--- config.mk ---
export PLATFORM = sky130hd
export DESIGN_NAME = rs_logic
export DESIGN_NICKNAME = d
export VERILOG_FILES = /design/src/rtl/rs_logic_pkg.sv /design/src/rtl/rs_logic_age_matrix.sv /design/src/rtl/rs_logic.sv
export SDC_FILE = /design/constraint.sdc
export NUM_CORES = 1
export LEC_CHECK = 0
export ABC_CLOCK_PERIOD_IN_PS = 3100
export CORE_MARGIN = 2
export CORE_UTILIZATION = 50
export CTS_CLUSTER_SIZE = 40
export DETAILED_ROUTE_END_ITERATION = 10
export PLACE_DENSITY = 0.71
export REMOVE_ABC_BUFFERS = 1
export SLEW_MARGIN = 20
export SYNTH_ARGS = -nofsm -noshare
export SYNTH_HDL_FRONTEND = slang
export SYNTH_SLANG_ARGS = --single-unit
--- constraint.sdc ---
create_clock -name clk_i -period 3.1 [get_ports clk_i]
set_clock_uncertainty 0.15 [all_clocks]
set_input_delay 0.62 -clock clk_i [delete_from_list [all_inputs] [get_ports clk_i]]
set_output_delay 0.62 -clock clk_i [all_outputs]
set_load 0.01 [all_outputs]
--- src/rtl/rs_logic_pkg.sv ---
// rs_logic_pkg
// Shared types and constants for the logic-unit reservation station:
// operand/tag/ROB widths, the CDB broadcast record (cdb_t), the station
// entry record (rs_entry_t) and a CDB tag-match helper.
package rs_logic_pkg;

  localparam int WIDTH_OP     = 3;
  localparam int WORD_SIZE_P  = 16;
  localparam int ROB_ENTRY    = 16;
  localparam int NUM_PHYS_REG = 32;
  localparam int FLAGS_W      = 4;
  localparam int TAG_W        = $clog2(NUM_PHYS_REG);
  localparam int ROB_W        = $clog2(ROB_ENTRY);

  // Logic-unit operations; the station carries them opaquely.
  typedef enum logic [WIDTH_OP-1:0] {
    OP_AND  = 3'd0,
    OP_XOR  = 3'd1,
    OP_OR   = 3'd2,
    OP_NEG  = 3'd3,
    OP_LSLS = 3'd4,
    OP_LSRS = 3'd5,
    OP_ASRS = 3'd6,
    OP_RORS = 3'd7
  } logic_op_e;

  typedef struct packed {
    logic                   valid;
    logic [TAG_W-1:0]       dest;
    logic [FLAGS_W-1:0]     flags;
    logic [WORD_SIZE_P-1:0] result;
  } cdb_t;

  localparam int CDB_WIDTH = $bits(cdb_t);

  typedef struct packed {
    logic                   rdy;
    logic [TAG_W-1:0]       tag;
    logic [WORD_SIZE_P-1:0] val;
  } rs_src_t;

  typedef struct packed {
    logic                valid;
    logic [WIDTH_OP-1:0] opcode;
    rs_src_t             src1;
    rs_src_t             src2;
    logic [ROB_W-1:0]    rob_dest;
    logic [TAG_W-1:0]    reg_dest;
  } rs_entry_t;

  localparam int RS_ENTRY_WIDTH = $bits(rs_entry_t);

  // True when a waiting operand with this tag is satisfied by the broadcast.
  function automatic logic tag_hit(input cdb_t cdb, input logic rdy,
                                   input logic [TAG_W-1:0] tag);
    return cdb.valid && !rdy && (tag == cdb.dest);
  endfunction

endpackage

--- src/rtl/rs_logic_age_matrix.sv ---
// rs_age_matrix
// Exact age tracking for RS_ENTRY station slots. Row i bit j = 1 means
// entry i is older than entry j. A newly allocated entry becomes the
// youngest: its row is cleared and its column is set in every other row.
// Ports:
//   clk_i, reset_i  clock, synchronous active-high reset
//   flush_i         clear all age state
//   alloc_i         one-hot slot being written this cycle
//   dealloc_i       one-hot slot being issued this cycle
//   req_i           slots eligible for selection
//   grant_o         one-hot oldest requesting slot (combinational)
module rs_age_matrix
  import rs_logic_pkg::*;
#(
  parameter int RS_ENTRY = 4
) (
  input  logic                clk_i,
  input  logic                reset_i,
  input  logic                flush_i,
  input  logic [RS_ENTRY-1:0] alloc_i,
  input  logic [RS_ENTRY-1:0] dealloc_i,
  input  logic [RS_ENTRY-1:0] req_i,
  output logic [RS_ENTRY-1:0] grant_o
);

  logic [RS_ENTRY-1:0] age_q [RS_ENTRY];
  logic [RS_ENTRY-1:0] age_d [RS_ENTRY];

  // Next age state: alloc makes the slot youngest, dealloc drops its row.
  always_comb begin
    for (int i = 0; i < RS_ENTRY; i++) begin
      for (int j = 0; j < RS_ENTRY; j++) begin
        if (flush_i || alloc_i[i] || (i == j)) begin
          age_d[i][j] = 1'b0;
        end else if (alloc_i[j]) begin
          age_d[i][j] = 1'b1;
        end else if (dealloc_i[i]) begin
          age_d[i][j] = 1'b0;
        end else begin
          age_d[i][j] = age_q[i][j];
        end
      end
    end
  end

  // Grant a requester only if no other requester is older than it.
  always_comb begin
    logic blocked;
    for (int i = 0; i < RS_ENTRY; i++) begin
      blocked = 1'b0;
      for (int j = 0; j < RS_ENTRY; j++) begin
        blocked = blocked | (req_i[j] & age_q[j][i]);
      end
      grant_o[i] = req_i[i] & ~blocked;
    end
  end

  // Age state register.
  always_ff @(posedge clk_i) begin
    if (reset_i) begin
      for (int i = 0; i < RS_ENTRY; i++) begin
        age_q[i] <= '0;
      end
    end else begin
      for (int i = 0; i < RS_ENTRY; i++) begin
        age_q[i] <= age_d[i];
      end
    end
  end

endmodule

--- src/rtl/rs_logic.sv ---
// rs_logic
// Reservation station for the logic functional unit. Buffers dispatched
// ops until both operands are ready, snoops the CDB for wake-up, and
// issues the oldest ready op (one per cycle) on registered FU inputs.
// Optional feature macro: RS_WAKEUP_BYPASS_EN -- an entry woken by the
// CDB in cycle t may be selected in cycle t with the CDB value muxed in.
// Ports:
//   clk_i, reset_i, flush_i     clock, sync active-high reset, squash
//   disp_*_i / disp_ready_o     dispatch handshake and op payload
//   cdb_i                       result broadcast (cdb_t)
//   exe_v_o, opcode_o, operand1_o, operand2_o, rob_dest_o, reg_dest_o
//                               registered issue to the logic FU
module rs_logic
  import rs_logic_pkg::*;
#(
  parameter int RS_ENTRY = 4
) (
  input  logic                   clk_i,
  input  logic                   reset_i,
  input  logic                   flush_i,
  input  logic                   disp_v_i,
  output logic                   disp_ready_o,
  input  logic [WIDTH_OP-1:0]    disp_opcode_i,
  input  logic                   disp_src1_rdy_i,
  input  logic                   disp_src2_rdy_i,
  input  logic [TAG_W-1:0]       disp_src1_tag_i,
  input  logic [TAG_W-1:0]       disp_src2_tag_i,
  input  logic [WORD_SIZE_P-1:0] disp_src1_val_i,
  input  logic [WORD_SIZE_P-1:0] disp_src2_val_i,
  input  logic [ROB_W-1:0]       disp_rob_dest_i,
  input  logic [TAG_W-1:0]       disp_reg_dest_i,
  input  logic [CDB_WIDTH-1:0]   cdb_i,
  output logic                   exe_v_o,
  output logic [WIDTH_OP-1:0]    opcode_o,
  output logic [WORD_SIZE_P-1:0] operand1_o,
  output logic [WORD_SIZE_P-1:0] operand2_o,
  output logic [ROB_W-1:0]       rob_dest_o,
  output logic [TAG_W-1:0]       reg_dest_o
);

  cdb_t                cdb_s;
  rs_entry_t           ent_q   [RS_ENTRY];
  rs_entry_t           ent_d   [RS_ENTRY];
  rs_entry_t           woken_s [RS_ENTRY];
  rs_entry_t           new_s;
  rs_entry_t           sel_s;
  logic [RS_ENTRY-1:0] req_s;
  logic [RS_ENTRY-1:0] grant_s;
  logic [RS_ENTRY-1:0] alloc_s;
  logic [RS_ENTRY-1:0] alloc_fire_s;
  logic                disp_fire_s;
  logic                exe_v_d;
  logic                disp_ready_d;

  logic                   disp_ready_q;
  logic                   exe_v_q;
  logic [WIDTH_OP-1:0]    opcode_q;
  logic [WORD_SIZE_P-1:0] operand1_q;
  logic [WORD_SIZE_P-1:0] operand2_q;
  logic [ROB_W-1:0]       rob_dest_q;
  logic [TAG_W-1:0]       reg_dest_q;

  // Fields the station carries but never consumes after selection.
  logic unused_s;
  assign unused_s = ^{cdb_s.flags, sel_s.valid, sel_s.src1.rdy, sel_s.src1.tag,
                      sel_s.src2.rdy, sel_s.src2.tag};

  assign cdb_s       = cdb_t'(cdb_i);
  assign disp_fire_s = disp_v_i & disp_ready_q;

  // CDB wake-up view of every entry and the select request vector.
  always_comb begin
    for (int i = 0; i < RS_ENTRY; i++) begin
      woken_s[i] = ent_q[i];
      if (ent_q[i].valid && tag_hit(cdb_s, ent_q[i].src1.rdy, ent_q[i].src1.tag)) begin
        woken_s[i].src1.rdy = 1'b1;
        woken_s[i].src1.val = cdb_s.result;
      end else begin
        woken_s[i].src1 = ent_q[i].src1;
      end
      if (ent_q[i].valid && tag_hit(cdb_s, ent_q[i].src2.rdy, ent_q[i].src2.tag)) begin
        woken_s[i].src2.rdy = 1'b1;
        woken_s[i].src2.val = cdb_s.result;
      end else begin
        woken_s[i].src2 = ent_q[i].src2;
      end
`ifdef RS_WAKEUP_BYPASS_EN
      req_s[i] = woken_s[i].valid & woken_s[i].src1.rdy & woken_s[i].src2.rdy;
`else
      req_s[i] = ent_q[i].valid & ent_q[i].src1.rdy & ent_q[i].src2.rdy;
`endif
    end
  end

  // Lowest-index free slot, one-hot.
  always_comb begin
    logic seen;
    seen = 1'b0;
    for (int i = 0; i < RS_ENTRY; i++) begin
      alloc_s[i] = ~ent_q[i].valid & ~seen;
      seen       = seen | ~ent_q[i].valid;
    end
  end

  assign alloc_fire_s = disp_fire_s ? alloc_s : {RS_ENTRY{1'b0}};

  // Incoming entry, with same-cycle CDB capture of waiting sources.
  always_comb begin
    new_s          = '0;
    new_s.valid    = 1'b1;
    new_s.opcode   = disp_opcode_i;
    new_s.rob_dest = disp_rob_dest_i;
    new_s.reg_dest = disp_reg_dest_i;
    new_s.src1.tag = disp_src1_tag_i;
    new_s.src2.tag = disp_src2_tag_i;
    if (tag_hit(cdb_s, disp_src1_rdy_i, disp_src1_tag_i)) begin
      new_s.src1.rdy = 1'b1;
      new_s.src1.val = cdb_s.result;
    end else begin
      new_s.src1.rdy = disp_src1_rdy_i;
      new_s.src1.val = disp_src1_val_i;
    end
    if (tag_hit(cdb_s, disp_src2_rdy_i, disp_src2_tag_i)) begin
      new_s.src2.rdy = 1'b1;
      new_s.src2.val = cdb_s.result;
    end else begin
      new_s.src2.rdy = disp_src2_rdy_i;
      new_s.src2.val = disp_src2_val_i;
    end
  end

  rs_age_matrix #(
    .RS_ENTRY (RS_ENTRY)
  ) u_age (
    .clk_i     (clk_i),
    .reset_i   (reset_i),
    .flush_i   (flush_i),
    .alloc_i   (alloc_fire_s),
    .dealloc_i (grant_s),
    .req_i     (req_s),
    .grant_o   (grant_s)
  );

  // Granted entry payload (grant is one-hot, so AND-OR is a clean mux).
  always_comb begin
    sel_s = '0;
    for (int i = 0; i < RS_ENTRY; i++) begin
      sel_s = rs_entry_t'(sel_s | (woken_s[i] & {RS_ENTRY_WIDTH{grant_s[i]}}));
    end
  end

  // Next entry state: dispatch write, issue clear, flush squash.
  always_comb begin
    for (int i = 0; i < RS_ENTRY; i++) begin
      if (alloc_fire_s[i]) begin
        ent_d[i] = new_s;
      end else begin
        ent_d[i]       = woken_s[i];
        ent_d[i].valid = woken_s[i].valid & ~grant_s[i];
      end
      ent_d[i].valid = ent_d[i].valid & ~flush_i;
    end
  end

  // Ready for dispatch next cycle iff some slot will be free.
  always_comb begin
    disp_ready_d = 1'b0;
    for (int i = 0; i < RS_ENTRY; i++) begin
      disp_ready_d = disp_ready_d | ~ent_d[i].valid;
    end
  end

  assign exe_v_d = (|grant_s) & ~flush_i;

  // Station entry storage.
  always_ff @(posedge clk_i) begin
    if (reset_i) begin
      for (int i = 0; i < RS_ENTRY; i++) begin
        ent_q[i] <= '0;
      end
    end else begin
      for (int i = 0; i < RS_ENTRY; i++) begin
        ent_q[i] <= ent_d[i];
      end
    end
  end

  // Registered issue outputs and dispatch-ready flag.
  always_ff @(posedge clk_i) begin
    if (reset_i) begin
      disp_ready_q <= 1'b1;
      exe_v_q      <= 1'b0;
      opcode_q     <= '0;
      operand1_q   <= '0;
      operand2_q   <= '0;
      rob_dest_q   <= '0;
      reg_dest_q   <= '0;
    end else begin
      disp_ready_q <= disp_ready_d;
      exe_v_q      <= exe_v_d;
      if (exe_v_d) begin
        opcode_q   <= sel_s.opcode;
        operand1_q <= sel_s.src1.val;
        operand2_q <= sel_s.src2.val;
        rob_dest_q <= sel_s.rob_dest;
        reg_dest_q <= sel_s.reg_dest;
      end else begin
        opcode_q   <= opcode_q;
        operand1_q <= operand1_q;
        operand2_q <= operand2_q;
        rob_dest_q <= rob_dest_q;
        reg_dest_q <= reg_dest_q;
      end
    end
  end

  assign disp_ready_o = disp_ready_q;
  assign exe_v_o      = exe_v_q;
  assign opcode_o     = opcode_q;
  assign operand1_o   = operand1_q;
  assign operand2_o   = operand2_q;
  assign rob_dest_o   = rob_dest_q;
  assign reg_dest_o   = reg_dest_q;

endmodule

==> results.md, run 1 <==
- Seq/Total Area, Yosys: 0.4265
- Count of filler cells inserted in the layout: 2257
- Routed WL: 42270 um
- Worst Min Path Start: ent_q[2][5]
- Achievable clock frequency: 385.2 MHz
- DP Worst Slack: -35.76 ps
- Number of gates given a new drive strength after cts: 0
- Critical Path Start: cdb_i[24]
- Unrepaired setup endpoints after global routing: no
- Count of final max-slew check failures: 0
- Leakage: 5.092 nW
- Horizontal die dimension: 167.9 um
- Worst setup path category: in2reg
- Cell accounting for the most synthesized area: sky130_fd_sc_hd__dfxtp_1
- Setup Buffers After CTS: 0
- Post-route worst hold slack: 304.7 ps
- Total via count after detailed routing: between 10000 and 15000
- TritonCTS Sinks: 286
- Reported max-cap violation count: 0
- Final layout net count: 1692
- Clock slew seen by the registers of the worst setup and hold paths: 60 ps
- Standard cell core area: 26210 um2
- Hold-fix buffers, CTS: 0
- Clock tree buffer depth: 3
- Number of antenna violations at the first check in global routing: 0
- Fraction of final layout cells sized beyond drive strength 1: 0.1061
- Hpwl dp: 24680 um
- Type of destination of the critical path: flop
- Synth Register Bits: 286
- Vertical die dimension: 167.9 um
- Largest net degree at the start of global routing: 102
- Iteration count of the initial detailed-routing pass: 6
- # H-tree levels: 1
- Slew HR: 0.4780
- Smallest setup slack after layout: 503.7 ps
- Post-route antenna net violation count: 0
- Startpoint type of the worst setup path: primary input
- Arrival time at the worst endpoint: 2840 ps
- Final global-route overflow total: 0
- Avg Cell Area, Syn: 8.752 um2
- Crit path required time: 3350 ps
- Slew at the pin closest to its max-slew limit: 783.1 ps
- Number of buffers added by the clock tree synthesis step: 30
- Final RePlAce weighted congestion: about 0.87
- Main flop type after synthesis: sky130_fd_sc_hd__dfxtp_1
- Global-route wire length before repair: between 60000 and 70000 um
- Count of warnings emitted by yosys: 0
- Gr usage total: 0.2915
- Leading cell type in the layout, fill and taps excluded: sky130_fd_sc_hd__dfxtp_1
- Pwr/cell area: between 500 and 600 nW/um2
- Final setup fails: 0
- Highest-count cells in the layout ignoring fill and taps: sky130_fd_sc_hd__dfxtp_1, sky130_fd_sc_hd__nand2_1, sky130_fd_sc_hd__nor3_1, sky130_fd_sc_hd__a21oi_1, sky130_fd_sc_hd__a211oi_1
- Drt drc: 0
- DR iter-0 viols: 1061
- Top-Level Pins: around 130
- Number of global-route vias before repair: 11792
- Final hold viol count: 0
- Summed negative setup slack over all endpoints: 0 ps
- VDD IR max: between 0.3 and 0.4 mV
- FP Rows: 59
- Fin crit share: 0.8375
- Maximum net fanout on the critical path: 9
- Cell types with the largest area share after synthesis: sky130_fd_sc_hd__dfxtp_1, sky130_fd_sc_hd__mux2i_1, sky130_fd_sc_hd__a211oi_1
- Antenna diodes: 0
- Startpoint of the most critical register-to-register path: ent_q[2][56]
- Number of placed instances with taps included: around 1900
- Result of the run: finished clean
- Area of the mapped netlist: 13430 um2
- Layout area overhead: 22.46%
- Fraction of registers with async set or reset after synthesis: 0
- Post-synth top area share: 0.4265
- Number of flops mapped to enable cells by yosys: 0
- Number of cells produced by synthesis: 1534
- Minimum clock period after layout: about 2600 ps
- Distinct cell type count after synthesis: 45
- CTS root buf: sky130_fd_sc_hd__clkbuf_16
- TritonCTS clock tree: built
- Average wire length per cell after detail routing: 21.51 um
- Number of standard cells in the final layout excluding fillers: between 1500 and 2000
- Clock latency on the worst-skew pair: 560 ps
- Drt via density: 6.272
- Die footprint: 28180 um2
- Starting density of the core: 0.5123
- Class of the tightest hold or removal check: reg2reg
- Number of I/O port buffers: approximately 130
- Post-route total power: 8.276 mW
## synth_stat cells (2+ instances only)
cell,instances
sky130_fd_sc_hd__a211oi_1,136
sky130_fd_sc_hd__a21boi_0,23
sky130_fd_sc_hd__a21boi_1,9
sky130_fd_sc_hd__a21oi_1,147
sky130_fd_sc_hd__a222oi_1,12
sky130_fd_sc_hd__a22oi_1,64
sky130_fd_sc_hd__a311oi_1,42
sky130_fd_sc_hd__a32oi_1,2
sky130_fd_sc_hd__and2_1,2
sky130_fd_sc_hd__and3_1,3
sky130_fd_sc_hd__and4_1,5
sky130_fd_sc_hd__buf_1,9
sky130_fd_sc_hd__buf_2,30
sky130_fd_sc_hd__buf_4,4
sky130_fd_sc_hd__buf_6,2
sky130_fd_sc_hd__clkbuf_1,120
sky130_fd_sc_hd__dfxtp_1,286
sky130_fd_sc_hd__inv_1,17
sky130_fd_sc_hd__mux2i_1,128
sky130_fd_sc_hd__nand2_1,198
sky130_fd_sc_hd__nand2b_1,3
sky130_fd_sc_hd__nand3_1,3
sky130_fd_sc_hd__nand4_1,21
sky130_fd_sc_hd__nor2_1,13
sky130_fd_sc_hd__nor3_1,167
sky130_fd_sc_hd__nor3_4,10
sky130_fd_sc_hd__nor4_1,8
sky130_fd_sc_hd__o21ai_0,3
sky130_fd_sc_hd__or2_2,3
sky130_fd_sc_hd__or3_1,2
sky130_fd_sc_hd__xnor2_1,37
sky130_fd_sc_hd__xor2_1,12
## routing by layer
| layer | up-vias | share of wire | global-route usage |
|---|---|---|---|
| met5 | - | 0 | 0 |
| met4 | 0 | 0.033 | 0.09452 |
| met3 | 96 | 0.084 | 0.04913 |
| met2 | 564 | 0.46 | 0.4806 |
| met1 | 5855 | 0.42 | 0.3903 |
| li1 | 5810 | - | - |
## state kept, by name (all words and copies together) (netlist names)
signal	flops
operand2_o	16
reg_dest_o	5
opcode_o	3
operand1_o	16
disp_ready_o	1
rob_dest_o	4
u_age.age_q	12
exe_v_o	1
ent_q	228
## per-stage QoR
step,utilization,area (um2)
final,0.6274,16440
after detailed placement,0.5872,15390
after CTS,0.6274,16440
after floorplan,-,12710
after global placement,0.5872,15390
after global routing,0.6274,16440
## cell families after synthesis
group,synth area share
buffers and inverters,0.05806
flip-flops,0.4265
XOR/XNOR,0.03318
AND/OR/NAND/NOR,0.1617
multiplexers,0.09543
AO/OA/AOI/OAI,0.2252
## where the power goes
group	switching [mW]	total, mW	internal (mW)
sequential	0.0533	3.81	3.76
combinational	0.400	0.676	0.276
clock	1.51	3.79	2.28
total	1.96	8.28	6.31
## final timing paths
check        slack, ps  depth (start not counted)       endpoint
min                300                          2    ent_q[2][5]
min reg2reg        300                          2    ent_q[2][5]
max reg2reg        520                          6  reg_dest_o[3]
max                500                          8   ent_q[2][44]
## critical path, cell delays in order
cell	delay, ps
sky130_fd_sc_hd__clkdlybuf4s50_1	620
sky130_fd_sc_hd__buf_4	190
sky130_fd_sc_hd__xnor2_1	110
sky130_fd_sc_hd__nand4_1	180
sky130_fd_sc_hd__nor4_2	440
sky130_fd_sc_hd__buf_4	330
sky130_fd_sc_hd__mux2i_1	230
sky130_fd_sc_hd__a211oi_1	100
## final cells by class
| type | instances | area (um2) | area share |
|---|---|---|---|
| Clock buffer | 42 | 907.1 | 0.05517 |
| Clock inverter | 14 | 145.1 | 0.008828 |
| Inverter | 18 | 67.56 | 0.004110 |
| Multi-Input combinational cell | 1063 | 7025 | 0.4273 |
| Sequential cell | 286 | 5725 | 0.3482 |
| Tap cell | 335 | 419.2 | 0.02549 |
| Timing Repair Buffer | 207 | 2151 | 0.1308 |
No activity file was read; power rests on OpenSTA's default activity.
==> run 2, diff against run 1 <==
--- a/config.mk
+++ b/config.mk
@@ -5,7 +5,7 @@
 export SDC_FILE = /design/constraint.sdc
 export NUM_CORES = 1
 export LEC_CHECK = 0
-export ABC_CLOCK_PERIOD_IN_PS = 3100
+export ABC_CLOCK_PERIOD_IN_PS = 2430
 export CORE_MARGIN = 2
 export CORE_UTILIZATION = 50
 export CTS_CLUSTER_SIZE = 40
==> constraint.sdc (replaced) <==
create_clock -name clk_i -period 2.43 [get_ports clk_i]
set_clock_uncertainty 0.15 [all_clocks]
set_input_delay 0.486 -clock clk_i [delete_from_list [all_inputs] [get_ports clk_i]]
set_output_delay 0.486 -clock clk_i [all_outputs]
set_load 0.01 [all_outputs]
==> results.md, run 2 (same netlist as run 1, synthesis figures left out) <==
- Average wire length per cell after detail routing: 21.52 um (was 21.51 um)
- Crit path required time: 2730 ps (was 3350 ps)
- Number of stages on the worst setup path: 8 (unchanged)
- Met2 usage: 0.5016 (was 0.4806)
- Final global-route overflow total: 0 (unchanged)
- Unrepaired setup endpoints after global routing: no (unchanged)
- Worst Min Path Start: reset_i (was ent_q[2][5])
- Standard cell core area: 26210 um2 (unchanged)
- Vertical die dimension: 167.9 um (unchanged)
- Leakage: 5.435 nW (was 5.092 nW)
- Clock slew seen by the registers of the worst setup and hold paths: 60 ps (about the same)
- Worst Reg2Reg Path Length in Cells: 6 (unchanged)
- Crit Reg-Reg Endpoint: operand2_o[11] (was reg_dest_o[3])
- Arrival time at the worst endpoint: 2670 ps (was 2840 ps)
- Reported max-cap violation count: 0 (unchanged)
- Setup Buffers After CTS: 0 (unchanged)
- Count of final max-slew check failures: 0 (unchanged)
- TritonCTS Sinks: 286 (unchanged)
- Final setup fails: 0 (unchanged)
- Top-Level Pins: 132 (unchanged)
- Leading cell type in the layout, fill and taps excluded: sky130_fd_sc_hd__dfxtp_1 (unchanged)
- Fraction of final layout cells sized beyond drive strength 1: 0.1340 (was 0.1061)
- Hpwl dp: 27030 um (was 24680 um)
- Layer carrying the most global-route usage: met2 (unchanged)
- Drt via density: 6.231 (was 6.272)
- Startpoint type of the worst setup path: primary input (unchanged)
- Met3 routing resource usage after global routing: 0.04466 (was 0.04913)
- Drt drc: 0 (unchanged)
- Global-route wire length before repair: 68130 um (was 65960 um)
- Routed WL: 43530 um (was 42270 um)
- Worst setup path category: in2reg (unchanged)
- Horizontal die dimension: 167.9 um (unchanged)
- Sequence of cells on the critical path: clkdlybuf4s50_1 -> buf_4 -> xnor2_1 -> nand4_1 -> nor4_4 -> buf_12 -> mux2i_1 -> a211oi_1 (was clkdlybuf4s50_1 -> buf_4 -> xnor2_1 -> nand4_1 -> nor4_2 -> buf_4 -> mux2i_1 -> a211oi_1)
- Number of I/O port buffers: 127 (unchanged)
- Starting density of the core: 0.5123 (unchanged)
- Gr usage total: 0.3013 (was 0.2915)
- Post-route antenna net violation count: 0 (unchanged)
- Highest-delay cell along the critical path: sky130_fd_sc_hd__clkdlybuf4s50_1 (unchanged)
- Hold-fix buffers, CTS: 0 (unchanged)
- Total via count after detailed routing: 12606 (was 12325)
- Startpoint of the most critical register-to-register path: ent_q[2][30] (was ent_q[2][56])
- Pwr/cell area: 624.3 nW/um2 (was 503.4 nW/um2)
- Number of buffers added by the clock tree synthesis step: 30 (unchanged)
- # H-tree levels: 1 (unchanged)
- Largest net degree at the start of global routing: 110 (was 102)
- Clock tree buffer depth: 3 (unchanged)
- Fin crit share: 0.9741
- FP Rows: 59 (unchanged)
- Minimum clock period after layout: 2367 ps
- Highest-count cells in the layout ignoring fill and taps: sky130_fd_sc_hd__dfxtp_1, sky130_fd_sc_hd__nand2_1, sky130_fd_sc_hd__nor3_1, sky130_fd_sc_hd__a21oi_1, sky130_fd_sc_hd__a211oi_1 (unchanged)
- Iteration count of the initial detailed-routing pass: 5 (was 6)
- DR iter-0 viols: 1217 (was 1061)
- Maximum net fanout on the critical path: 17 (was 9)
- Register with the most flip-flops: ent_q (unchanged)
- Layout area overhead: 26.91% (was 22.46%)
- Worst reg-to-reg setup slack: 110 ps (was 520 ps)
- VDD IR max: 0.4201 mV (was 0.3700 mV)
- Flip-flop count of the largest register after layout: 228 (unchanged)
- TritonCTS clock tree: built (unchanged)
- Hold Path Stages: 2 (unchanged)
- Type of destination of the critical path: flop (unchanged)
- Bufs and invs on worst path: 3 (unchanged)
- Family of cells with the greatest summed delay on the critical path: buffers and inverters (unchanged)
- Max incr delay on CP: 560 ps (was 620 ps)
- Hold-critical path endpoint: ent_q[2][0] (was ent_q[2][5])
- Slew HR: 0.6283 (was 0.4780)
- Result of the run: finished clean (unchanged)
- Final layout net count: 1752 (was 1692)
- DP Worst Slack: -608.2 ps (was -35.76 ps)
- Final RePlAce weighted congestion: 0.8689 (was 0.8725)
- Final hold viol count: 0 (unchanged)
- Number of antenna violations at the first check in global routing: 1 (was 0)
- Smallest setup slack after layout: 62.94 ps (was 503.7 ps)
- Global-route track usage on met1: 0.3960 (was 0.3903)
- Die footprint: 28180 um2 (unchanged)
- Class of the tightest hold or removal check: in2reg (was reg2reg)
- Achievable clock frequency: 422.5 MHz
- Utilization of the core after routing: 0.6501 (was 0.6274)
- Clock latency on the worst-skew pair: 560 ps (about the same)
- CTS root buf: sky130_fd_sc_hd__clkbuf_16 (unchanged)
- Number of global-route vias before repair: 12401 (was 11792)
- Slew at the pin closest to its max-slew limit: 552.6 ps (was 783.1 ps)
[run 2: cell count changes in the layout (fill, tap and decap cells not counted), sizes merged]
cell	change
buf	+60
bufinv	+1
clkbuf	+3
clkdlybuf4s50	-2
clkinv	-7
diode	+1
dlymetal6s2s	+2
[run 2: how the worst max path moves through the flow]
| stage | slack [ps] | from | end |
|---|---|---|---|
| 2_1_floorplan | -1420 | cdb_i[21] | ent_q[0][31] |
| 6_report | 60 | cdb_i[23] | ent_q[1][45] |
| 3_3_place_gp | -560 | cdb_i[24] | ent_q[0][34] |
| 5_1_grt | 2 | cdb_i[23] | ent_q[1][45] |
| 3_5_place_dp | -610 | cdb_i[24] | ent_q[3][34] |
| 4_1_cts | 10 | cdb_i[24] | ent_q[0][31] |
[run 2: cell type report]
class,instances,area (um2)
Fill cell,2118,9169
Multi-Input combinational cell,1063,7059
Sequential cell,286,5725
Timing Repair Buffer,267,2731
Clock buffer,45,888.4
Tap cell,335,419.2
Clock inverter,8,143.9
Inverter,18,67.56
Antenna cell,1,2.502
[run 2: through the flow]
step | hold slack, ps | setup TNS (ps) | std cells | area (um2) | power [mW]
floorplan | 279.7 | -247150 | 1367 | 12710 | 5.303
global placement | 291.4 | -49370 | 1969 | 15960 | 5.879
detailed placement | 297.4 | -55400 | 1969 | 15960 | 5.896
CTS | 163.0 | 0 | 2022 | 17010 | 10.66
global route | 178.3 | 0 | 2022 | 17040 | 10.92
finish | 168.8 | 0 | 2023 | 17040 | 10.64
[run 2: what timing repair did]
item                                    4_1_cts  5_1_grt
endpoints found under the setup margin        3       43
resized for setup                             2        8
cloned                                        0        0
pin swaps                                     0        3
[run 2: layer usage]
metal / routed length (um) / up-vias
met1: 18050 / 5960
met5: 0 / -
met3: 3574 / 111
li1: - / 5944
met2: 20350 / 591
met4: 1565 / 0
[run 2: power by group]
part,switching [mW],leakage (nW),internal (mW)
combinational,0.541,2.61,0.414
clock,1.89,0.507,2.93
sequential,0.0661,2.32,4.80
==> run 3, diff against run 2 <==
--- a/config.mk
+++ b/config.mk
@@ -5,12 +5,12 @@
 export SDC_FILE = /design/constraint.sdc
 export NUM_CORES = 1
 export LEC_CHECK = 0
-export ABC_CLOCK_PERIOD_IN_PS = 2430
+export ABC_CLOCK_PERIOD_IN_PS = 2100
 export CORE_MARGIN = 2
 export CORE_UTILIZATION = 50
 export CTS_CLUSTER_SIZE = 40
 export DETAILED_ROUTE_END_ITERATION = 10
-export PLACE_DENSITY = 0.71
+export PLACE_DENSITY = 0.74
 export REMOVE_ABC_BUFFERS = 1
 export SLEW_MARGIN = 20
 export SYNTH_ARGS = -nofsm -noshare
==> constraint.sdc (replaced) <==
create_clock -name clk_i -period 2.1 [get_ports clk_i]
set_clock_uncertainty 0.15 [all_clocks]
set_input_delay 0.42 -clock clk_i [delete_from_list [all_inputs] [get_ports clk_i]]
set_output_delay 0.42 -clock clk_i [all_outputs]
set_load 0.01 [all_outputs]
==> results.md, run 3 (same netlist as run 1, synthesis figures left out) <==
- Result of the run: finished, violations left (was finished clean)
- Failing checks: negative setup slack
- Startpoint type of the worst setup path: flop (was primary input)
- Average wire length per cell after detail routing: 23.02 um (was 21.52 um)
- Leakage: 5.931 nW (was 5.435 nW)
- Worst setup path category: reg2reg (was in2reg)
- Layout area overhead: 33.75% (was 26.91%)
- Number of global-route vias before repair: 12581 (was 12401)
- Drt drc: 0 (unchanged)
- Class of the tightest hold or removal check: in2reg (unchanged)
- Highest-count cells in the layout ignoring fill and taps: sky130_fd_sc_hd__dfxtp_1, sky130_fd_sc_hd__nand2_1, sky130_fd_sc_hd__nor3_1, sky130_fd_sc_hd__a21oi_1, sky130_fd_sc_hd__a211oi_1 (unchanged)
- Routed WL: 47720 um (was 43530 um)
- Iteration count of the initial detailed-routing pass: 8 (was 5)
- TritonCTS clock tree: built (unchanged)
- Count of final max-slew check failures: 0 (unchanged)
- Clock tree buffer depth: 3 (unchanged)
- Register with the most flip-flops: ent_q (unchanged)
- Final setup fails: 45 (was 0)
- Standard cell core area: 26210 um2 (unchanged)
- Minimum clock period after layout: 2188 ps
- Leading cell type in the layout, fill and taps excluded: sky130_fd_sc_hd__dfxtp_1 (unchanged)
- Wire length on met2: 21850 um (was 20350 um)
- Slew HR: 0.6474 (was 0.6283)
- # H-tree levels: 1 (unchanged)
- Largest net degree at the start of global routing: 98 (was 110)
- Uppermost layer routed: met4 (unchanged)
- Clock latency on the worst-skew pair: 570 ps (was 560 ps)
- Number of buffers added by the clock tree synthesis step: 31 (was 30)
- Drt via density: 6.459 (was 6.231)
- Final hold viol count: 0 (unchanged)
- Global-route wire length before repair: 71240 um (was 68130 um)
- Number of I/O port buffers: 127 (unchanged)
- Slew at the pin closest to its max-slew limit: 524.1 ps (was 552.6 ps)
- Smallest setup slack after layout: -87.66 ps (was 62.94 ps)
- Unrepaired setup endpoints after global routing: yes (was no)
- Die footprint: 28180 um2 (unchanged)
- CTS root buf: sky130_fd_sc_hd__clkbuf_16 (unchanged)
- Gr usage total: 0.3171 (was 0.3013)
- Top-Level Pins: 132 (unchanged)
- Fin crit share: 1.042
- FP Rows: 59 (unchanged)
- Met3 routed wirelength: 4816 um (was 3574 um)
- Horizontal die dimension: 167.9 um (unchanged)
- Type of destination of the critical path: flop (unchanged)
- Total via count after detailed routing: 13390 (was 12606)
- Achievable clock frequency: 457.1 MHz
- Reported max-cap violation count: 0 (unchanged)
- Hpwl dp: 28170 um (was 27030 um)
- Number of antenna violations at the first check in global routing: 0 (was 1)
- DP Worst Slack: -803.6 ps (was -608.2 ps)
- Crit path required time: 2410 ps (was 2730 ps)
- Fraction of final layout cells sized beyond drive strength 1: 0.1847 (was 0.1340)
- Utilization of the core after routing: 0.6852 (was 0.6501)
- VDD IR max: 0.5654 mV (was 0.4201 mV)
- Final global-route overflow total: 0 (unchanged)
- DR iter-0 viols: 1771 (was 1217)
- TritonCTS Sinks: 286 (unchanged)
- Routed length on met1: 18460 um (was 18050 um)
- Maximum net fanout on the critical path: 6 (was 17)
- Clock slew seen by the registers of the worst setup and hold paths: 60 ps (about the same)
- Vertical die dimension: 167.9 um (unchanged)
- Arrival time at the worst endpoint: 2500 ps (was 2670 ps)
- Final layout net count: 1803 (was 1752)
- Post-route total power: 12.46 mW (was 10.64 mW)
- Flip-flop count of the largest register after layout: 228 (unchanged)
- Antenna diodes: 0 (was 1)
- Starting density of the core: 0.5123 (unchanged)
- Pwr/cell area: 693.7 nW/um2 (was 624.3 nW/um2)
- Post-route antenna net violation count: 0 (unchanged)
- Final RePlAce weighted congestion: 0.8858 (was 0.8689)
==> run 3: report_power, final <==
group	internal, mW	switching [mW]
Combinational	0.519	0.679
Sequential	5.55	0.0777
Clock	3.40	2.23
Total	9.47	2.99
==> run 3: worst max-delay path, cell delays in order, from the launching register on <==
cell	delay, ps
sky130_fd_sc_hd__dfxtp_2	320
sky130_fd_sc_hd__and3_4	180
sky130_fd_sc_hd__a221o_1	430
sky130_fd_sc_hd__buf_6	160
sky130_fd_sc_hd__nor2_4	170
sky130_fd_sc_hd__buf_6	170
sky130_fd_sc_hd__clkbuf_16	160
sky130_fd_sc_hd__a222oi_1	100
sky130_fd_sc_hd__a311oi_1	260
==> run 3: final cells by class <==
cell class | count | area [um2]
flip-flops and latches | 286 | 5733
inverters | 18 | 67.56
clock buffers | 47 | 935.9
multi-input cells | 1063 | 7315
repair buffers | 317 | 3376
well taps | 335 | 419.2
fillers | 2019 | 8250
clock inverters | 7 | 110.1
==> run 3: repair_timing <==
action / in CTS / in global routing
setup buffers: 9 / 4
pin swaps: 17 / 50
gates resized for setup: 63 / 64
setup endpoints to repair: 163 / 130
cloned: 7 / 7
hold buffers: 0 / 0
==> run 3: worst paths after layout <==
path | startpoint | to | slack [ps] | cells past startpoint
max | ent_q[2][56] | rob_dest_o[3] | -90 | 8
min | reset_i | ent_q[3][36] | 130 | 2
max reg2reg | ent_q[2][56] | rob_dest_o[3] | -90 | 8
min reg2reg | ent_q[2][6] | ent_q[2][6] | 300 | 2
==> run 3: layer usage <==
metal  global-route usage  up-vias
li1                     -     6044
met1               0.4113     6316
met2               0.5208      841
met3              0.05266      189
met4               0.1425        0
met5                    0        -
==> run 3: stage by stage <==
stage	cell area, um2	instances	setup TNS (ps)	hold WS [ps]
final	17960	2073	-1783	131.6
after global routing	17960	2073	-4433	146.6
after CTS	17500	2063	0	126.6
after detailed placement	16090	1993	-108980	295.9
after global placement	16090	1993	-100100	290.9
after floorplan	12710	1367	-320320	279.7
